==> config.mk <==
export PLATFORM = sky130hd
export DESIGN_NAME = enemy_attack_ctrl
export DESIGN_NICKNAME = d
export VERILOG_FILES = /design/src/rtl/boxhead_pkg.sv /design/src/rtl/frame_tick.sv /design/src/rtl/enemy_attack_ctrl.sv
export SDC_FILE = /design/constraint.sdc
export NUM_CORES = 1
export LEC_CHECK = 0
export ABC_CLOCK_PERIOD_IN_PS = 2000
export CORE_UTILIZATION = 50
export DETAILED_ROUTE_END_ITERATION = 10
export PLACE_DENSITY = 0.79
export SLEW_MARGIN = 40
export SYNTH_ARGS = -nofsm -noshare
export SYNTH_HDL_FRONTEND = slang
export SYNTH_HIERARCHICAL = 1
export SYNTH_SLANG_ARGS = --single-unit
==> constraint.sdc <==
create_clock -name Clk -period 2 [get_ports Clk]
set_clock_uncertainty 0.2 [all_clocks]
set_input_delay 0.2 -clock Clk [delete_from_list [all_inputs] [get_ports Clk]]
set_output_delay 0.2 -clock Clk [all_outputs]
set_load 0.005 [all_outputs]
==> src/rtl/boxhead_pkg.sv <==
// Shared types and helpers for the boxhead per-frame gameplay blocks.
package boxhead_pkg;

  localparam int HP_W   = 8;
  localparam int POS_W  = 9;
  localparam int DIFF_W = POS_W + 1;

  typedef enum logic [2:0] {
    IDLE    = 3'd0,
    WINDUP  = 3'd1,
    STRIKE  = 3'd2,
    RECOVER = 3'd3,
    DEAD    = 3'd4
  } atk_state_t;

  // Magnitude of a - b, taken as a 10-bit signed difference of two unsigned positions.
  function automatic logic [DIFF_W-1:0] abs_diff(input logic [POS_W-1:0] a,
                                                 input logic [POS_W-1:0] b);
    logic [DIFF_W-1:0] d;
    d = {1'b0, a} - {1'b0, b};
    return d[DIFF_W-1] ? (~d + 10'd1) : d;
  endfunction

endpackage

==> src/rtl/frame_tick.sv <==
// Synchronizes the vsync-rate frame clock into the Clk domain and emits a
// one-cycle tick on each rising edge. Shared by all per-frame blocks.
module frame_tick (
  input  logic clk,
  input  logic rst,
  input  logic frame_clk,
  output logic tick
);

  logic sync1_r;
  logic sync2_r;
  logic prev_r;

  // Two-flop synchronizer, edge history and registered rising-edge pulse.
  always_ff @(posedge clk or posedge rst) begin
    if (rst) begin
      sync1_r <= 1'b0;
      sync2_r <= 1'b0;
      prev_r  <= 1'b0;
      tick    <= 1'b0;
    end else begin
      sync1_r <= frame_clk;
      sync2_r <= sync1_r;
      prev_r  <= sync2_r;
      tick    <= sync2_r & ~prev_r;
    end
  end

endmodule

==> src/rtl/enemy_attack_ctrl.sv <==
// Enemy contact detection, windup/strike/recover FSM and player HP bookkeeping.
// Optional HP regeneration while idle is enabled with `define ENEMY_REGEN_EN.
module enemy_attack_ctrl
  import boxhead_pkg::*;
#(
  parameter int NUM_ENEMY      = 4,
  parameter int RANGE          = 12,
  parameter int WINDUP_FRAMES  = 3,
  parameter int RECOVER_FRAMES = 8,
  parameter int DAMAGE         = 10,
  parameter int MAX_HP         = 100,
  parameter int REGEN_FRAMES   = 60
) (
  input  logic                             Clk,
  input  logic                             Reset,
  input  logic                             frame_clk,
  input  logic [POS_W-1:0]                 Player_X,
  input  logic [POS_W-1:0]                 Player_Y,
  input  logic [NUM_ENEMY-1:0][POS_W-1:0]  Enemy_X,
  input  logic [NUM_ENEMY-1:0][POS_W-1:0]  Enemy_Y,
  input  logic [NUM_ENEMY-1:0]             Enemy_Alive,
  output logic                             Enemy_Attack_Ready,
  output logic                             Hit_Pulse,
  output logic [HP_W-1:0]                  Player_HP,
  output logic                             Player_Dead
);

  localparam logic [DIFF_W-1:0] RANGE_L   = DIFF_W'(RANGE);
  localparam logic [7:0]        WINDUP_L  = 8'(WINDUP_FRAMES);
  localparam logic [7:0]        RECOVER_L = 8'(RECOVER_FRAMES);
  localparam logic [HP_W-1:0]   DAMAGE_L  = HP_W'(DAMAGE);
  localparam logic [HP_W-1:0]   MAX_HP_L  = HP_W'(MAX_HP);

  logic                 tick_s;
  logic [NUM_ENEMY-1:0] near_s;
  logic                 contact_s;
  logic                 contact_r;

  atk_state_t           state_r, state_n;
  logic [7:0]           wcnt_r, wcnt_n;
  logic [7:0]           rcnt_r, rcnt_n;
  logic [HP_W-1:0]      hp_r, hp_n;
  logic                 hit_n;

  frame_tick u_frame_tick (
    .clk       (Clk),
    .rst       (Reset),
    .frame_clk (frame_clk),
    .tick      (tick_s)
  );

  // Each enemy is checked independently; overlapping contacts collapse into one.
  for (genvar i = 0; i < NUM_ENEMY; i++) begin : g_contact
    assign near_s[i] = Enemy_Alive[i]
                     && (abs_diff(Enemy_X[i], Player_X) <= RANGE_L)
                     && (abs_diff(Enemy_Y[i], Player_Y) <= RANGE_L);
  end

  assign contact_s = |near_s;

`ifdef ENEMY_REGEN_EN
  localparam logic [15:0] REGEN_L = 16'(REGEN_FRAMES);
  logic [15:0] regen_r, regen_n;
`endif

  // Next-state, counter and HP computation.
  always_comb begin
    state_n = state_r;
    wcnt_n  = wcnt_r;
    rcnt_n  = rcnt_r;
    hp_n    = hp_r;
    hit_n   = 1'b0;
`ifdef ENEMY_REGEN_EN
    regen_n = regen_r;
`endif
    case (state_r)
      IDLE: begin
        if (tick_s) begin
          if (contact_r) begin
            state_n = WINDUP;
            wcnt_n  = 8'd1;
`ifdef ENEMY_REGEN_EN
            regen_n = 16'd0;
`endif
          end else begin
`ifdef ENEMY_REGEN_EN
            if (regen_r + 16'd1 == REGEN_L) begin
              regen_n = 16'd0;
              hp_n    = (hp_r >= MAX_HP_L) ? MAX_HP_L : hp_r + 8'd1;
            end else begin
              regen_n = regen_r + 16'd1;
            end
`else
            state_n = IDLE;
`endif
          end
        end else begin
          state_n = IDLE;
        end
      end
      WINDUP: begin
        if (tick_s) begin
          if (!contact_r) begin
            state_n = IDLE;
          end else if (wcnt_r == WINDUP_L) begin
            state_n = STRIKE;
          end else begin
            wcnt_n = wcnt_r + 8'd1;
          end
        end else begin
          state_n = WINDUP;
        end
      end
      STRIKE: begin
        // Single-cycle state: damage is applied exactly once per strike.
        state_n = RECOVER;
        rcnt_n  = 8'd0;
        hp_n    = (hp_r <= DAMAGE_L) ? 8'd0 : hp_r - DAMAGE_L;
        hit_n   = 1'b1;
      end
      RECOVER: begin
        if (tick_s) begin
          if (rcnt_r + 8'd1 == RECOVER_L) begin
            state_n = (hp_r == 8'd0) ? DEAD : IDLE;
            rcnt_n  = 8'd0;
          end else begin
            rcnt_n = rcnt_r + 8'd1;
          end
        end else begin
          state_n = RECOVER;
        end
      end
      DEAD: begin
        state_n = DEAD;
      end
      default: begin
        state_n = IDLE;
      end
    endcase
  end

  // State, counters, contact sample and registered outputs.
  always_ff @(posedge Clk or posedge Reset) begin
    if (Reset) begin
      state_r            <= IDLE;
      wcnt_r             <= 8'd0;
      rcnt_r             <= 8'd0;
      hp_r               <= MAX_HP_L;
      contact_r          <= 1'b0;
      Hit_Pulse          <= 1'b0;
      Enemy_Attack_Ready <= 1'b1;
      Player_Dead        <= 1'b0;
    end else begin
      state_r            <= state_n;
      wcnt_r             <= wcnt_n;
      rcnt_r             <= rcnt_n;
      hp_r               <= hp_n;
      contact_r          <= contact_s;
      Hit_Pulse          <= hit_n;
      Enemy_Attack_Ready <= !((state_r == STRIKE) || (state_r == RECOVER));
      Player_Dead        <= (state_r == DEAD);
    end
  end

`ifdef ENEMY_REGEN_EN
  // Idle no-contact frame counter for regeneration.
  always_ff @(posedge Clk or posedge Reset) begin
    if (Reset) begin
      regen_r <= 16'd0;
    end else begin
      regen_r <= regen_n;
    end
  end
`endif

  assign Player_HP = hp_r;

endmodule

=== Word-level counts from Yosys, hierarchy flattened ===
Index checks and enable logic that the tools add are counted.

* Flip-flop bits (word level): 35
* Input bits: 97
* Output and inout port bits: 11

* Bitwise gates (word level): 10
* Reductions and logical operators: 18
* $lt $le $gt $ge: 9
* Mux-type cells: 28
* $add $sub $neg: 19
* Equality and inequality tests: 14

{| class="wikitable"
|+ Operator list
! cell !! number
|-
| $add A10 B1 Y10 const B || 8
|-
| $le A10 B4 Y1 const B || 8
|-
| $mux W10 || 8
|-
| $not A10 Y10 || 8
|-
| $sub A9 B9 Y10 || 8
|-
| $mux W8 || 8
|-
| $pmux W8 S2 || 2
|-
| $mux W3 || 7
|-
| $add A8 B1 Y8 const B || 2
|-
| $pmux W3 S5 || 1
|-
| $eq A8 B2 Y1 const B || 1
|-
| $eq A8 B4 Y1 const B || 1
|-
| $le A8 B4 Y1 const B || 1
|-
| $logic_and A1 B1 Y1 || 8
|-
| $logic_not A8 Y1 || 1
|-
| $sub A8 B4 Y8 const B || 1
|-
| $eq A3 B2 Y1 const B || 2
|-
| $ne A2 B1 Y1 const B || 3
|-
| $ne A2 B2 Y1 const B || 3
|-
| $reduce_and A6 Y1 || 1
|-
| $ne A4 B4 Y1 const B || 1
|-
| $reduce_and A2 Y1 || 2
|-
| $reduce_bool A2 Y1 || 2
|-
| $reduce_or A4 Y1 || 1
|-
| 9 further kinds || 10
|}

=== Logic depth before layout (Yosys ltp) ===
Gate-level depths: netlist (run 1).

* Depth after elaboration: 8
* Gate-level depth with buffers: 14
* Gate-level depth less buffers: 13

=== Modules after synthesis ===
The synthesis (run 1) kept the hierarchy.

{| class="wikitable"
|+ By module, submodules not included
! module !! instances !! area each (µm²) !! cells an instance !! seq. area each (µm²)
|-
| enemy_attack_ctrl || 1 || 6312.3 || 828 || 755.7
|-
| frame_tick || 1 || 117.6 || 6 || 100.1
|}

=== Least setup slack after synthesis (run 1) ===
OpenSTA, ideal clock, no wires.

* Kind: in2reg
* Start: in Player_Y[1]
* End: reg contact_r
* Data required time: 1696 ps
* Cell stages on the path: 10
* Data arrival time: 2849 ps
* Library setup time: 104 ps
* Buffers on the path: 0
* Slack: -1152 ps
* Path through: inv_1 > ha_1 > nor2b_4 > o31ai_4 > nand2b_1 > a311oi_4 > nor2_1 > a2111o_1 > or4_1 > o311ai_1

* Longest elaborated chain between the ends: 7
* Elaborated cells between the ends (all ways): 25
* Those cells by class: 8 x add/sub; 4 x order compare; 4 x mux; 4 x bitwise; 5 x reduce/logical

{| class="wikitable"
|+ RTL lines
! element !! RTL line !! text
|-
| start: declaration || enemy_attack_ctrl.sv:18 || <nowiki>input logic [POS_W-1:0] Player_Y,</nowiki>
|-
| $sub A9 B9 Y10 || boxhead_pkg.sv:20 || <nowiki>d = {1'b0, a} - {1'b0, b};</nowiki>
|-
| $not A10 Y10 || boxhead_pkg.sv:21 || <nowiki>return d[DIFF_W-1] ? (~d + 10'd1) : d;</nowiki>
|-
| $add A10 B1 Y10 || boxhead_pkg.sv:21 ||
|-
| $mux W10 || boxhead_pkg.sv:21 ||
|-
| $le A10 B4 Y1 || enemy_attack_ctrl.sv:56 || <nowiki>&& (abs_diff(Enemy_Y[i], Player_Y) <= RANGE_L);</nowiki>
|-
| $logic_and A1 B1 Y1 || enemy_attack_ctrl.sv:56 ||
|-
| $reduce_or A4 Y1 (*) || enemy_attack_ctrl.sv:59 || <nowiki>assign contact_s = |near_s;</nowiki>
|-
| net contact_s || enemy_attack_ctrl.sv:36 || <nowiki>logic contact_s;</nowiki>
|-
| end signal: assignment || enemy_attack_ctrl.sv:158 || <nowiki>contact_r <= contact_s;</nowiki>
|-
| end: declaration || enemy_attack_ctrl.sv:37 || <nowiki>logic contact_r;</nowiki>
|}

The timed path passes the listed nets; every way through them passes the cells marked *.
A chain may end at the register's enable or synchronous reset.

=== Worst setup path after layout (run 1) ===
* Start: in Player_Y[5]
* End: reg contact_r

The elaborated chain is that of the path after synthesis.

==> out/results.tsv, run 1 <==
metric	value	unit
dieArea	0.01332	mm²
hold_viol_final	0	
fin_crit	3.690	ns
worst_slew_pin_slew	0.8118	ns
total_power	5.603	mW
area_growth	72.60	%
cp-start-kind	input port	
yosysWarnings	6	
yosys.area.top_type	ha_1	
drc	0	
grt_use_total	39.76	%
dieWidth	115.4	µm
clk_latency	0.28	ns
design_area	0.01110	mm²
outcome	finished with violations	
synth_area_per_cell	7.710	µm²
p_leak	4.873	nW
failed_checks	setup timing	
r2r_start	wcnt_r[5]	
crit_chain	clkdlybuf4s50_1, inv_2, ha_1, buf_4, nand3_1, o211ai_1, buf_4, o22ai_1, xor2_1, a21oi_1, nor4_2, a32oi_2, o311ai_2	
yosys.cell_types.count	89	
die_h	115.4	µm
cp.arrival	3.67	ns
globalplace.congestion	0.9069	
vdd_drop_max	0.0003454	V
critPathSlowestCell	xor2_1	
io_pins	108	
cp.required	1.98	ns
powerDensity	504.8	mW/mm²
overflow	0	
tns	-1.690	ns
finish.utilization	88.30	%
path_delay_family	buffers and inverters	
netlist_area	0.006430	mm²
cts_buffers	5	
async_flop_share	100.0	%
netlist.area_leader.share	14.59	%
ys.flop_type	dfrtp_1	
min_from	u_frame_tick/sync1_r	
vias_per_cell	6.824	
worstHoldPathType	reg2reg	
cp_max_fo	7	
cp-startpoint	Player_Y[5]	
cts.sinks	34	
max_cap_viol_count	0	
fillers	559	
ant_nets	0	
synth_edf_count	0	
setup_ws	-1.690	ns
layout.nets	1410	
vias	9581	
cts_buffer_depth	2	
crit_buf_inv	4	
syn_inst	834	
finalCritPeriodShare	184.5	%
wire_per_inst	23.15	µm
dr.pass1.iters	6	
clk_pin_slew	0.05	ns
htree_levels	2	
place.detailed.hpwl	16.96	mm
grt_pass1_vias	9034	
drt_wl_total	32.51	mm
placed_area	0.009669	mm²
cts_tree	done	
ys_seq_area_share	13.31	%
rows	41	
cp_common_cell	buf_4	
port_buffers	106	
slew_viol_final	0	
fp.coreArea	0.01257	mm²
initial_core_util	51.16	%
rsz0062_at_grt	yes	
grt_max_degree	22	
cts-root-buf	clkbuf_16	
slew_headroom	45.70	%
setup_viol	1	
fmax	271.0	MHz
end_kind	register	
synthTopCellsByArea	ha_1, dfrtp_1, o21ai_0	
critPathMaxStageDelay	0.69	ns
syn_nets	1014	
grt_pass1_wl	42.35	mm
first_iter_violations	1431	
layout-drive-gt1-share	39.48	%
worst-setup-path-type	in2reg	
antenna_found_initial	1	
ys_ff_latch	34	
## kinds of logic after synthesis
| family | Yosys count | synth area share (%) |
|---|---|---|
| flip-flops | 34 | 13.31 |
| AO/OA/AOI/OAI | 287 | 31.85 |
| buffers and inverters | 72 | 4.300 |
| AND/OR/NAND/NOR | 290 | 23.92 |
| multiplexers | 14 | 2.257 |
| adder cells (fa/ha/maj) | 83 | 17.08 |
| XOR/XNOR | 53 | 7.219 |
| other | 1 | 0.05832 |
## metrics by stage
stage	setup WS, ns	cells	hold WS (ns)
final	-1.690	1404	0.1723
after global routing	-1.620	1404	0.1764
after CTS	-1.005	1386	0.1801
after detailed placement	-1.999	1350	0.1433
after global placement	-1.758	1350	0.1520
after floorplan	-1.021	834	-0.2339
## sequential cells by signal (all words and copies together) (netlist names)
signal / flops
contact_r: 1
u_frame_tick/tick: 1
u_frame_tick/prev_r: 1
Player_HP: 7
state_r: 3
Hit_Pulse: 1
u_frame_tick/sync1_r: 1
rcnt_r: 8
wcnt_r: 8
Player_Dead: 1
Enemy_Attack_Ready: 1
u_frame_tick/sync2_r: 1
## path summary, 6_finish.rpt
path | endpoint | slack, ns | cells past startpoint
setup / recovery | contact_r | -1.69 | 13
hold / removal | u_frame_tick/sync2_r | 0.17 | 0
setup reg to reg | state_r[1] | 0.02 | 7
hold reg to reg | u_frame_tick/sync2_r | 0.17 | 0
max in group asynchronous | Player_HP[2] | 0.42 | 4
min in group asynchronous | u_frame_tick/sync1_r | 0.51 | 3
## cell usage after synthesis (8+ instances only)
library cell  count
o211ai_1         10
o21ai_0          56
nand2_1          60
mux2i_1          10
clkbuf_1         10
nor2_1           66
xor2_1           22
o22ai_1          10
nor2b_1          18
nand2b_1         18
a21oi_1          51
a211oi_1         12
o31ai_1          10
fa_1              8
a21o_1           19
dfrtp_1          30
ha_1             75
inv_1            59
and3_1           14
nor3_1           21
a31oi_1          14
nor4_1           11
o21a_1           14
nand3_1          21
xnor2_1          31
## final cells by class
type                            instances  area (µm²)  area share, %
Sequential cell                        34       855.8          7.711
Antenna cell                            1       2.502        0.02255
Inverter                               59       242.7          2.187
Timing Repair Buffer                  402        3346          30.15
Clock buffer                            6       138.9          1.251
Tap cell                              172       215.2          1.939
Clock inverter                          2       12.51         0.1127
Multi-Input combinational cell        728        6285          56.63
## layout by cell type, fill, tap and decap left out, types with 14 or more instances in the layout
cell | netlist | final
nand2b_1 | 18 | 18
nor3_1 | 21 | 18
xor2_1 | 22 | 17
ha_4 | 0 | 29
inv_2 | 0 | 15
a21oi_1 | 51 | 42
xnor2_1 | 31 | 27
o21ai_0 | 56 | 46
inv_1 | 59 | 38
dfrtp_1 | 30 | 30
a31oi_1 | 14 | 14
nor2b_1 | 18 | 18
clkdlybuf4s50_1 | 0 | 80
buf_4 | 1 | 281
nand3_1 | 21 | 20
nor2_1 | 66 | 62
nand2_1 | 60 | 59
a21o_1 | 19 | 19
ha_1 | 75 | 43
dlygate4sd2_1 | 0 | 15
## power breakdown
group | internal (mW) | leakage [nW] | switching (mW) | total (mW)
sequential | 0.701 | 0.452 | 0.0203 | 0.722
combinational | 1.98 | 4.35 | 2.12 | 4.10
clock | 0.492 | 0.0729 | 0.288 | 0.780
## routing by layer
layer  routed length (µm)  GRT usage (%)
met5                    0              0
met4                 3031          26.49
met3                 3409          5.851
met2                14770          70.14
met1                11290          44.38
## timing repair
item,4_1_cts,5_1_grt
gates resized for setup,174,57
buffers inserted,28,18
pin swaps,86,47
setup endpoints to repair,2,9
hold buffers,1,0
hold endpoints to repair,4,0
(Power assumes the default switching activity.)
==> inputs of run 2 (changes only) <==
--- a/config.mk
+++ b/config.mk
@@ -7,6 +7,7 @@
 export LEC_CHECK = 0
 export ABC_CLOCK_PERIOD_IN_PS = 2000
 export CORE_UTILIZATION = 50
+export CTS_CLUSTER_DIAMETER = 60
 export DETAILED_ROUTE_END_ITERATION = 10
 export PLACE_DENSITY = 0.79
 export SLEW_MARGIN = 40
==> results of run 2 <==
Same layout as run 1: the final DEF is identical, and so are final timing and power.
